File: config.mk
export PLATFORM = sky130hd
export DESIGN_NAME = push2pull_fifo
export DESIGN_NICKNAME = d
export VERILOG_FILES = /design/src/rtl/push2pull_fifo.sv
export SDC_FILE = /design/constraint.sdc
export NUM_CORES = 1
export LEC_CHECK = 0
export ABC_AREA = 0
export CORE_MARGIN = 4
export CORE_UTILIZATION = 40
export DETAILED_ROUTE_END_ITERATION = 12
export GPL_TIMING_DRIVEN = 0
export PLACE_DENSITY_LB_ADDON = 0.08
export RECOVER_POWER = 25
export SETUP_SLACK_MARGIN = 0.5
export SLEW_MARGIN = 40
export SYNTH_ARGS = -nofsm -noshare
export SYNTH_HDL_FRONTEND = slang
export SYNTH_SLANG_ARGS = --single-unit
File: constraint.sdc
create_clock -name clk -period 5.45 [get_ports clk]
set_input_delay 0.545 -clock clk [delete_from_list [all_inputs] [get_ports clk]]
set_output_delay 0.545 -clock clk [all_outputs]
set_load 0.02 [all_outputs]
File: src/rtl/push2pull_fifo.sv
// push2pull_fifo: buffering bridge from a push-style producer to a pull-style
// consumer. A circular register FIFO terminates the push_push/push_dat stream
// and re-presents it as pull_rdy/pull_pop/pull_dat. Both ready outputs depend
// only on registered pointer state, so there is no combinational path between
// the two sides.
//
// Ports:
//   clk        clock, all state on the rising edge
//   rst        asynchronous reset, active-high
//   push_rdy   FIFO can accept one word this cycle
//   push_push  producer writes push_dat this cycle
//   push_dat   write data
//   pull_rdy   head word available this cycle
//   pull_pop   consumer takes pull_dat this cycle
//   pull_dat   head word, all-zero when empty
//   level      current occupancy, 0..DEPTH
module push2pull_fifo #(
   parameter  int unsigned DWIDTH = 32,
   parameter  int unsigned DEPTH  = 4,
   localparam int unsigned AWIDTH = $clog2(DEPTH)
) (
   input  logic              clk,
   input  logic              rst,
   output logic              push_rdy,
   input  logic              push_push,
   input  logic [DWIDTH-1:0] push_dat,
   output logic              pull_rdy,
   input  logic              pull_pop,
   output logic [DWIDTH-1:0] pull_dat,
   output logic [AWIDTH:0]   level
);

   localparam logic [AWIDTH:0] PtrOne = 1;

   // Pointers carry one extra wrap bit above the index so full and empty can
   // be told apart when the indices match.
   logic [AWIDTH:0]   wr_ptr_q, wr_ptr_d;
   logic [AWIDTH:0]   rd_ptr_q, rd_ptr_d;
   logic [DWIDTH-1:0] mem [DEPTH];

   logic empty;
   logic full;
   logic do_push;
   logic do_pop;

   always_comb begin
      empty = (wr_ptr_q == rd_ptr_q);
      full  = (wr_ptr_q[AWIDTH-1:0] == rd_ptr_q[AWIDTH-1:0]) &&
              (wr_ptr_q[AWIDTH] != rd_ptr_q[AWIDTH]);
   end

   // rst gates push_rdy directly so the producer sees not-ready for the whole
   // reset interval, not just from the next edge.
   assign push_rdy = !full && !rst;
   assign pull_rdy = !empty;
   assign pull_dat = pull_rdy ? mem[rd_ptr_q[AWIDTH-1:0]] : '0;
   assign level    = wr_ptr_q - rd_ptr_q;

   // Transfers without the matching ready are protocol violations and are
   // simply dropped.
   assign do_push = push_push && push_rdy;
   assign do_pop  = pull_pop && pull_rdy;

   always_comb begin
      wr_ptr_d = wr_ptr_q;
      rd_ptr_d = rd_ptr_q;
      if (do_push) begin
         wr_ptr_d = wr_ptr_q + PtrOne;
      end
      if (do_pop) begin
         rd_ptr_d = rd_ptr_q + PtrOne;
      end
   end

   always_ff @(posedge clk or posedge rst) begin
      if (rst) begin
         wr_ptr_q <= '0;
         rd_ptr_q <= '0;
      end else begin
         wr_ptr_q <= wr_ptr_d;
         rd_ptr_q <= rd_ptr_d;
      end
   end

   // Storage is deliberately not reset; pull_dat masking hides stale words.
   always_ff @(posedge clk) begin
      if (do_push) begin
         mem[wr_ptr_q[AWIDTH-1:0]] <= push_dat;
      end
   end

endmodule

# == Word-level counts from Yosys, hierarchy flattened ==
# Memory sizes are Yosys's and may differ from the RTL's.
# Index checks and enable logic that the tools add are counted.
# word_totals
reg_bits,6
mem_bits_rw,128
in_bits,36
output_inout_bits,37
elab_cells,19
mem_count,1
# classes
add_sub_neg,3
n_eq_ne,3
n_mux,3
n_reduce_logical,7
# memory_table
name,depth,width,rd,rd_clocked_by_memory_dff,wr,line,text
mem,4,32,1,0,1,39,logic [DWIDTH-1:0] mem [DEPTH];
# ops
cell,count
32-bit two-way mux,1
3-bit by 1-bit adder with 3-bit output (second input constant),2
1-bit logical AND,4
3-bit == test,1
1-bit zero test,3
3-bit subtractor,1
2-bit == test,1
1-bit two-way mux,2
1-bit != test,1

# == Depth between registers and ports, before layout ==
# Gate-level depths: netlist (run 1).
# logic_depth
ltp_word,7
ltp_mapped,8
depth_no_buf,5

# == Worst setup path before layout (run 1) ==
# OpenSTA, ideal clock, no wires.
# synth_path
kind,reg-to-output
startpoint,register rd_ptr_q[1]
endpoint,output pull_dat[10]
arrival_ns,2.035
t_required_ns,4.905
slack_ns,2.870
path_stages_with_launch,9
n_path_buf,3
path_cell_list,dfrtp_1 -> buf_2 -> buf_1 -> inv_1 -> ha_1 -> nand2_1 -> nor2_1 -> buf_2 -> nor2b_1
# synth_via
elab_chain_cells,2
word_cells_on_any_way,3
cone_classes,eq/ne: 1; mux: 1; memory: 1
# synth_rtl
item,line,text
from (decl),38,"logic [AWIDTH:0] rd_ptr_q, rd_ptr_d;"
from (signal assigned),81,rd_ptr_q <= rd_ptr_d;
memory read 4 x 32 bit or 3-bit == test (tied branches),--,
32-bit two-way mux (*),56,assign pull_dat = pull_rdy ? mem[rd_ptr_q[AWIDTH-1:0]] : '0;
to (decl),29,"output logic [DWIDTH-1:0] pull_dat,"
# Every way passes the cells marked *; elsewhere a longest branch is shown, timed or not.

# == Worst setup path in the final report (run 1) ==
# layout_path
startpoint,register rd_ptr_q[1]
endpoint,output pull_dat[13]
# The elaborated chain is that of the path after synthesis.

==> reports/qor.txt, run 1 <==
Fraction of layout cells with a size suffix above 1: 22.2%
Nets: 383
Design Area, Final: 6830 µm²
Fmax: 240 MHz
Die area: 15200 µm²
Port bufs: 72
PwrDens: 618 nW/µm²
Setup Viol. Count Final: 0
Slew Viols, Final: 0
Startpoint types: register
Vias in the first global route: 2749
Initial antenna violation count: 1
Initial Utilization: 41.5%
Dpl cell area: 6270 µm²
LEAKAGE: 0.00229 µW
Synth area leader: edfxtp_1
Setup Fix Bufs, Post-CTS: 0
Worst setup EP type: output pin
Clk Latency, worst-skew pair: 0.41 ns
Final clock skew: 0.00605 ns
Die width: 123 µm
Synth area leaders: edfxtp_1, mux4_2, nor2b_1, dfrtp_1, ha_1
Num rows: 41
Largest family of logic cells by synthesized area: multiplexers
CTS resizes: 0
CTS tree: done
R2R cell count: 6
Setup TNS: 0 ns
Drc violations: 0
H-tree depth: 4
Post-DP HPWL: 5.78 mm
CP Cell Sequence: buf_2 > buf_1 > inv_1 > ha_1 > nand2_1 > nor2_1 > buf_2 > nor2b_1 > clkdlybuf4s50_1
Yosys warns: 0
DR vias: 2532
Largest net degree at the start of global routing: 33
Top cells by count, synth: edfxtp_1, mux4_2, nor2b_1, inv_1, ha_1
Gate Count Post-Synth: 248
Detail Route Antenna Nets: 0
Max Cap Violations: 0
CP max stage delay: 0.56 ns
EDFF count, synth: 128
Unique masters post-synth: 27
Worst-Margin Slew: 0.669 ns
Crit Path Category: reg2out
Seq/Total Area, Yosys: 75.0%
Total grt overflow: 0
Layout area overhead: 28.3%
Clock slew seen by the registers of the worst setup and hold paths: 0.05 ns
HP Class: in2async
Post-Syn Nets: 292
GRT Overall Usage: 14.0%
Simple-gate share of the synthesized area: 5.12%
CP max stage cell: clkdlybuf4s50_1
First-pass GRT wire length: 15.0 mm
Final Critical Period: 4.17 ns
Num CTS Buffers: 17
Status: completed
Drt pass-1 iters: 4
I/O Pins: 73
Synth top area share: 72.2%
Period utilisation layout: 76.5%
Worst path required time: 4.91 ns
Main synth FF type: edfxtp_1
Hold Vio Cnt, Final: 0
Netlist Area Pre-Place: 5330 µm²
Routed len/inst: 18.5 µm
Adder-Cell Fraction of Synth Area: 2.02%
Slew HR: 55.4%
Clock Tree Root: clkbuf_16
Synthesized flop and latch total: 134
Vias per inst: 4.83
Total Wirelength: 9.69 mm
Peak supply drop: 0.000263 V
Mux share of post-synthesis cell area: 14.0%
Die Ht: 123 µm
Maximum clock path buffer count: 2
Placer Congestion: 0.712
RSZ-0062 raised after global routing: no
Synth Area in XOR/XNOR: 0.799%
Crit path DAT: 3.63 ns
Most used cell, CP: buf_2
Ys async rst share: 4.48%
Core Box Area: 12800 µm²
Compound-Gate Fraction of Synth Area: 1.15%
Clk sinks: 134
Count leader, synth: edfxtp_1
Mean Syn Cell Area: 21.5 µm²
Worst Path Max Fanout: 10
# hold bufs at CTS: 0
1st-iter DRT viols: 168
through the flow:
step / hold WS [ns] / power [µW] / cells / utilization [%] / worst slack, ns
6_report: 0.610 / 4230 / 524 / 53.3 / 1.28
5_1_grt: 0.629 / 4460 / 524 / 53.3 / 0.986
4_1_cts: 0.495 / 4300 / 523 / 53.3 / 1.14
3_5_place_dp: 0.603 / 3220 / 492 / 48.9 / 1.59
3_3_place_gp: 0.585 / 3210 / 492 / 48.8 / 1.60
2_1_floorplan: 0.336 / 2440 / 248 / - / 2.87
cells by family (layout without fill, tap and decap cells):
family                   count (synthesis)  after routing
flip-flops                             134            134
AND/OR/NAND/NOR                         44             44
XOR/XNOR                                 4              4
multiplexers                            34             34
adder cells (fa/ha/maj)                  8              8
AO/OA/AOI/OAI                            5              5
buffers and inverters                   19            122
other                                    0              1
flip-flops by register name, summed over array words and instances (netlist names):
signal,count
mem,128
rd_ptr_q,3
wr_ptr_q,3
report_power, final:
part | internal, µW | total, µW | switching [µW]
Combinational | 889 | 1830 | 943
Sequential | 1280 | 1320 | 46.1
Clock | 666 | 1070 | 404
Total | 2830 | 4230 | 1390
critical path: cells and delay by family (launching register included):
kind / cells / cell delay (ns)
flops: 1 / 0.39
buf+inv: 5 / 1.74
simple gates: 3 / 0.70
fa+ha+maj: 1 / 0.37
worst paths after layout:
check | from | endpoint | slack [ns]
max reg2reg | rd_ptr_q[1]$_DFFE_PP0P_ | mem[1][20]$_DFFE_PP_ | 2.54
max in group asynchronous | rst | rd_ptr_q[1]$_DFFE_PP0P_ | 4.62
min in group clk | wr_ptr_q[1]$_DFFE_PP0P_ | wr_ptr_q[1]$_DFFE_PP0P_ | 0.62
max | rd_ptr_q[1]$_DFFE_PP0P_ | pull_dat[13] | 1.28
min | rst | wr_ptr_q[0]$_DFFE_PP0P_ | 0.61
min reg2reg | wr_ptr_q[1]$_DFFE_PP0P_ | wr_ptr_q[1]$_DFFE_PP0P_ | 0.62
cell type report:
cell class / count / area, µm²
fillers: 1061 / 5990
flip-flops and latches: 134 / 3990
multi-input cells: 95 / 1240
repair buffers: 72 / 721
clock buffers: 18 / 429
well taps: 172 / 215
clock inverters: 13 / 135
plain buffers: 11 / 70.1
inverters: 8 / 30.0
diodes: 1 / 2.50
placed cells by master, fill, tap and decap left out, types with 3 or more instances in the layout:
cell type,instances
clkdlybuf4s50_1,53
clkbuf_1,3
dlygate4sd3_1,19
and2_4,4
mux4_2,32
edfxtp_1,128
clkinv_4,4
ha_1,7
clkinvlp_4,3
nor2b_1,32
dfrtp_1,6
clkbuf_16,17
inv_1,8
buf_6,3
buf_2,5
per-layer routing:
metal	track usage [%]	up-vias	share of wire, %
li1	-	1171	-
met1	17.7	1298	44
met2	21.9	54	51
met3	5.03	9	4.2
met4	5.61	0	0.93
met5	0	-	0
(Power assumes the default switching activity.)
==> run 2, diff against run 1 <==
Clock period 5.45 ns to 4.1 ns, I/O delays scaled along.
==> run 2 against run 1 <==
Worst hold slack lost 0.13 ns; non-clock buffer count stayed put; clock skew increased by 0.0022 ns; final cell count is the same; register-to-register slack worse by 1.0 ns; die area stayed put; sequential share of layout area shrank 0.16 points; via count is 0.20% higher; routed wire length rose by 0.27%; worst setup slack worse by 0.57 ns; core utilization up 0.15 points; power up 34%; critical endpoint unchanged.
==> reports/qor.txt, run 2 (synthesis results as in run 1) <==
H-tree depth: 4 (unchanged)
Placed Instances: 492 (unchanged)
1st-iter DRT viols: 148 (was 168)
Num CTS Buffers: 17 (unchanged)
Clock Tree Root: clkbuf_16 (unchanged)
Vias in the first global route: 2749 (unchanged)
Status: completed (unchanged)
Number of buffers and inverters on the critical path: 5 (unchanged)
Setup TNS: 0 ns (unchanged)
PwrDens: 825 nW/µm² (was 618 nW/µm²)
Setup Viol. Count Final: 0 (unchanged)
Hold slack: 0.475 ns (was 0.610 ns)
Worst path required time: 3.69 ns (was 4.91 ns)
Worst r2r src: rd_ptr_q[1]$_DFFE_PP0P_ (unchanged)
Startpoint types: register (unchanged)
Pint: 3780 µW (was 2830 µW)
I/O Pins: 73 (unchanged)
Psw: 1870 µW (was 1390 µW)
Die width: 123 µm (unchanged)
Layout area overhead: 28.7% (was 28.3%)
RSZ-0062 raised after global routing: no (unchanged)
Clk Latency, worst-skew pair: 0.41 ns (about the same)
Crit path max-delay family: buffers and inverters (unchanged)
Largest register FFs: 128 (unchanged)
# hold bufs at CTS: 0 (unchanged)
CP Cell Sequence: buf_2 > buf_4 > inv_1 > ha_1 > nand2_2 > nor2_4 > clkbuf_4 > nor2b_1 > clkdlybuf4s50_1 (was buf_2 > buf_1 > inv_1 > ha_1 > nand2_1 > nor2_1 > buf_2 > nor2b_1 > clkdlybuf4s50_1)
GRT Overall Usage: 14.0% (unchanged)
CP max stage cell: clkdlybuf4s50_1 (unchanged)
Critical path depth: 9 (unchanged)
Comb pwr share: 43.7% (was 43.4%)
Initial antenna violation count: 1 (unchanged)
Drt pass-1 iters: 5 (was 4)
Port bufs: 72 (unchanged)
Final clock skew: 0.00826 ns (was 0.00605 ns)
Worst-Margin Slew: 0.664 ns (was 0.669 ns)
Period utilisation layout: 82.7%
Maximum clock path buffer count: 2 (unchanged)
Core Box Area: 12800 µm² (unchanged)
Register share of total power: 31.1% (was 31.3%)
Fill cells: 1060 (was 1061)
Largest net degree at the start of global routing: 33 (unchanged)
Switching share of power: 33.1% (was 33.0%)
Drc violations: 0 (unchanged)
Crit Path Category: reg2out (unchanged)
Initial Utilization: 41.5% (unchanged)
R2r setup slk: 1.52 ns (was 2.54 ns)
Fmax: 295 MHz
Clock Power Share: 25.2% (was 25.3%)
Slew Viols, Final: 0 (unchanged)
Fin util: 53.4% (was 53.3%)
Worst setup EP type: output pin (unchanged)
Leading cell types in the layout, fill and taps excluded: edfxtp_1, clkdlybuf4s50_1, mux4_2, nor2b_1, dlygate4sd3_1 (unchanged)
Num rows: 41 (unchanged)
Die area: 15200 µm² (unchanged)
Clock slew seen by the registers of the worst setup and hold paths: 0.05 ns (about the same)
Critical Path End: pull_dat[13] (unchanged)
First-pass GRT wire length: 15.0 mm (unchanged)
Worst setup path start: rd_ptr_q[1]$_DFFE_PP0P_ (unchanged)
Placer Congestion: 0.712 (unchanged)
HP Class: in2async (unchanged)
Setup Fix Bufs, Post-CTS: 0 (unchanged)
Clk sinks: 134 (unchanged)
Peak supply drop: 0.000349 V (was 0.000263 V)
Total Wirelength: 9.72 mm (was 9.69 mm)
CTS tree: done (unchanged)
Finished Layout Cells: 524 (unchanged)
Hold Vio Cnt, Final: 0 (unchanged)
Fraction of layout cells with a size suffix above 1: 23.1% (was 22.2%)
Commonest non-fill, non-tap cell in the layout: edfxtp_1 (unchanged)
Reg-to-Reg End: mem[1][20]$_DFFE_PP_ (unchanged)
DR vias: 2537 (was 2532)
Crit path DAT: 2.98 ns (was 3.63 ns)
Dpl cell area: 6270 µm² (unchanged)
Max Cap Violations: 0 (unchanged)
Routed len/inst: 18.5 µm (about the same)
Die Ht: 123 µm (unchanged)
Vias per inst: 4.84 (was 4.83)
Detail Route Antenna Nets: 0 (unchanged)
LEAKAGE: 0.00229 µW (about the same)
Slew HR: 55.7% (was 55.4%)
Design Area, Final: 6850 µm² (was 6830 µm²)
Final Critical Period: 3.39 ns
CP max stage delay: 0.64 ns (was 0.56 ns)
Worst Path Max Fanout: 10 (unchanged)
CTS resizes: 4 (was 0)
Nets: 383 (unchanged)
Post-DP HPWL: 5.78 mm (unchanged)
R2R cell count: 6 (unchanged)
Total grt overflow: 0 (unchanged)
run 2: through the flow:
stage	total power, µW	worst slack [ns]
floorplan	3240	1.60
global placement	4270	0.380
detailed placement	4280	0.377
CTS	5740	0.544
global route	5970	0.550
finish	5650	0.711
run 2: cell type report:
type | count | area [µm²] | area share [%]
buffer | 11 | 78.8 | 1.15
clock buffer | 18 | 429 | 6.26
sequential | 134 | 3990 | 58.3
clock inverter | 13 | 135 | 1.97
inverter | 8 | 30.0 | 0.438
timing repair buffer | 72 | 721 | 10.5
tap | 172 | 215 | 3.14
multi-input combinational | 95 | 1250 | 18.2
antenna | 1 | 2.50 | 0.0365
run 2: per-layer routing:
layer	GRT usage [%]	vias to the layer above	wire, µm
li1	-	1171	-
met1	17.7	1298	4350
met2	21.9	56	4840
met3	5.03	12	405
met4	5.61	0	119
met5	0	-	0
run 2: power groups by stage:
stage,Clock (µW),Combinational (µW),Sequential [µW]
3_5_place_dp,0,2490,1790
4_1_cts,1450,2520,1760
2_1_floorplan,0,1470,1770
5_1_grt,1530,2660,1780
6_report,1420,2470,1760
3_3_place_gp,0,2480,1780
run 2: how the worst min path moves through the flow:
stage	depth (start not counted)	end
6_report	2	wr_ptr_q[0]$_DFFE_PP0P_
3_3_place_gp	1	wr_ptr_q[2]$_DFFE_PP0P_
3_5_place_dp	1	wr_ptr_q[2]$_DFFE_PP0P_
4_1_cts	2	wr_ptr_q[0]$_DFFE_PP0P_
2_1_floorplan	1	rd_ptr_q[0]$_DFFE_PP0P_
5_1_grt	2	wr_ptr_q[0]$_DFFE_PP0P_
==> run 3, diff against run 2 <==
Clock period 4.1 ns to 2.8 ns, I/O delays scaled along.
==> run 3 against run 2 <==
Clock-buffer cell count is 1 higher; power is 64% higher; die area stayed put; highest routed layer unchanged; critical path depth is 1 higher; routed wire length is 15% higher; sequential share of layout area is 3.2 points lower; worst hold slack worse by 0.13 ns.
==> reports/qor.txt, run 3 (synthesis results as in run 1) <==
Setup Viol. Count Final: 0 (unchanged)
Leading cell types in the layout, fill and taps excluded: edfxtp_1, mux4_2, buf_6 (was edfxtp_1, clkdlybuf4s50_1, mux4_2, nor2b_1, dlygate4sd3_1)
Fmax: 433 MHz
Final clock skew: 0.00784 ns (was 0.00826 ns)
Worst setup EP type: output pin (unchanged)
GRT met1 Usage: 19.2% (was 17.7%)
Drt pass-1 iters: 5 (unchanged)
Worst setup path start: rd_ptr_q[1]$_DFFE_PP0P_ (unchanged)
Worst r2r src: rd_ptr_q[1]$_DFFE_PP0P_ (unchanged)
Clock Tree Root: clkbuf_16 (unchanged)
Clock slew seen by the registers of the worst setup and hold paths: 0.05 ns (about the same)
LEAKAGE: 0.00257 µW (was 0.00229 µW)
GRT Overall Usage: 14.6% (was 14.0%)
Vias per inst: 4.96 (was 4.84)
R2r setup slk: 0.56 ns (was 1.52 ns)
Die Ht: 123 µm (unchanged)
I/O Pins: 73 (unchanged)
Vias in the first global route: 2814 (was 2749)
Num CTS Buffers: 17 (unchanged)
GR Util met3: 5.17% (was 5.03%)
Worst path required time: 2.52 ns (was 3.69 ns)
Die width: 123 µm (unchanged)
Largest register FFs: 128 (unchanged)
CTS tree: done (unchanged)
Crit Path Category: reg2out (unchanged)
Die area: 15200 µm² (unchanged)
# hold bufs at CTS: 0 (unchanged)
Drc violations: 0 (unchanged)
Max Cap Violations: 0 (unchanged)
RSZ-0062 raised after global routing: yes (was no)
Worst-Margin Slew: 0.311 ns (was 0.664 ns)
Layout area overhead: 36.3% (was 28.7%)
Core Box Area: 12800 µm² (unchanged)
Setup ws final: 0.492 ns (was 0.711 ns)
Fraction of layout cells with a size suffix above 1: 41.8% (was 23.1%)
Maximum clock path buffer count: 2 (unchanged)
Fill cells: 1033 (was 1060)
Fin util: 56.6% (was 53.4%)
Initial antenna violation count: 1 (unchanged)
CP max stage delay: 0.39 ns (was 0.64 ns)
CP Cell Sequence: buf_6 > buf_12 > inv_8 > ha_4 > nand2_4 > nor2_4 > buf_6 > buf_12 > nor2b_2 > buf_2 (was buf_2 > buf_4 > inv_1 > ha_1 > nand2_2 > nor2_4 > clkbuf_4 > nor2b_1 > clkdlybuf4s50_1)
Total Wirelength: 11.2 mm (was 9.72 mm)
Commonest non-fill, non-tap cell in the layout: edfxtp_1 (unchanged)
DR vias: 2672 (was 2537)
Hold Vio Cnt, Final: 0 (unchanged)
Largest net degree at the start of global routing: 33 (unchanged)
Placer Congestion: 0.688 (was 0.712)
Final Critical Period: 2.31 ns
Hold slack: 0.349 ns (was 0.475 ns)
Clk Latency, worst-skew pair: 0.40 ns (was 0.41 ns)
HP Class: in2async (unchanged)
Slew Viols, Final: 0 (unchanged)
Critical Path End: pull_dat[20] (was pull_dat[13])
PwrDens: 1270 nW/µm² (was 825 nW/µm²)
Clk sinks: 134 (unchanged)
Period utilisation layout: 82.4%
Num rows: 41 (unchanged)
Worst Path Max Fanout: 5 (was 10)
Pre-CTS WS: -0.504 ns (was 0.377 ns)
Port bufs: 72 (unchanged)
1st-iter DRT viols: 164 (was 148)
H-tree depth: 4 (unchanged)
Status: completed (unchanged)
Routed len/inst: 20.8 µm (was 18.5 µm)
Grt peak-use layer: met2 (unchanged)
Detail Route Antenna Nets: 0 (unchanged)
Reg-to-Reg End: mem[0][2]$_DFFE_PP_ (was mem[1][20]$_DFFE_PP_)
Nets: 401 (was 383)
Total grt overflow: 0 (unchanged)
Crit path DAT: 2.03 ns (was 2.98 ns)
Startpoint types: register (unchanged)
Post-DP HPWL: 5.82 mm (was 5.78 mm)
Slew HR: 79.3% (was 55.7%)
First-pass GRT wire length: 15.8 mm (was 15.0 mm)
Met2 usage: 22.7% (was 21.9%)
R2R cell count: 8 (was 6)
Initial Utilization: 41.5% (unchanged)
Peak supply drop: 0.000547 V (was 0.000349 V)
CP max stage cell: dfrtp_1 (was clkdlybuf4s50_1)
==> run 3: changes by cell type in the layout (fill, tap and decap cells not counted), moves of 4 or more <==
cell / change
nor2b_1: -23
nor2b_2: +10
clkdlybuf4s50_1: -36
nor2b_4: +13
buf_6: +26
clkinv_4: -4
and2_4: +4
buf_4: +14
==> run 3: worst min path at each step <==
stage          slack [ns]                      end  cells past startpoint                    start
4_1_cts              0.24  rd_ptr_q[2]$_DFFE_PP0P_                      2                      rst
3_3_place_gp         0.58  wr_ptr_q[2]$_DFFE_PP0P_                      1  wr_ptr_q[2]$_DFFE_PP0P_
3_5_place_dp         0.60  wr_ptr_q[2]$_DFFE_PP0P_                      1  wr_ptr_q[2]$_DFFE_PP0P_
2_1_floorplan        0.07  rd_ptr_q[0]$_DFFE_PP0P_                      1                      rst
6_report             0.35  rd_ptr_q[2]$_DFFE_PP0P_                      2                      rst
5_1_grt              0.38  wr_ptr_q[0]$_DFFE_PP0P_                      2                      rst
==> run 3: final cells by class <==
cell class | instances | area (µm²) | area share [%]
Tap cell | 172 | 215 | 2.97
Timing Repair Buffer | 86 | 888 | 12.2
Antenna cell | 1 | 2.50 | 0.0345
Multi-Input combinational cell | 99 | 1450 | 19.9
Clock buffer | 19 | 433 | 5.97
Sequential cell | 134 | 4000 | 55.1
Clock inverter | 9 | 88.8 | 1.22
Inverter | 8 | 37.5 | 0.517
Buffer | 11 | 150 | 2.07
==> run 3: repair_timing <==
action / CTS / global route
cloned: 1 / 6
resized for setup: 190 / 70
endpoints found under the hold margin: 0 / 0
endpoints found under the setup margin: 164 / 162
buffers inserted: 9 / 2
pin swaps: 4 / 5
==> run 3: layer usage <==
metal | wire length (µm) | share of wire [%] | up-vias
met5 | 0 | 0 | -
met2 | 5550 | 50 | 70
met3 | 558 | 5.0 | 9
met1 | 5000 | 45 | 1383
li1 | - | - | 1210
met4 | 88 | 0.79 | 0
==> run 3: critical path, delay by kind of cell, from the launching register on <==
family | cells | cell delay [ns]
flip-flops | 1 | 0.39
AND/OR/NAND/NOR | 3 | 0.27
buffers and inverters | 6 | 0.76
adder cells (fa/ha/maj) | 1 | 0.20
==> run 3: stage by stage <==
stage	total power [µW]	cells	instance area [µm²]	TNS, ns
6_report	9250	539	7260	0
5_1_grt	9710	538	7250	0
4_1_cts	8540	530	6930	0
3_5_place_dp	6280	492	6270	-13.98
3_3_place_gp	6270	492	6270	-12.35
2_1_floorplan	4760	248	5330	0
==> run 3: where the power goes <==
group	total, µW	internal (µW)	switching, µW
registers	2590	2490	102
clock network	1990	1270	721
logic	4670	2410	2260
total	9250	6160	3090
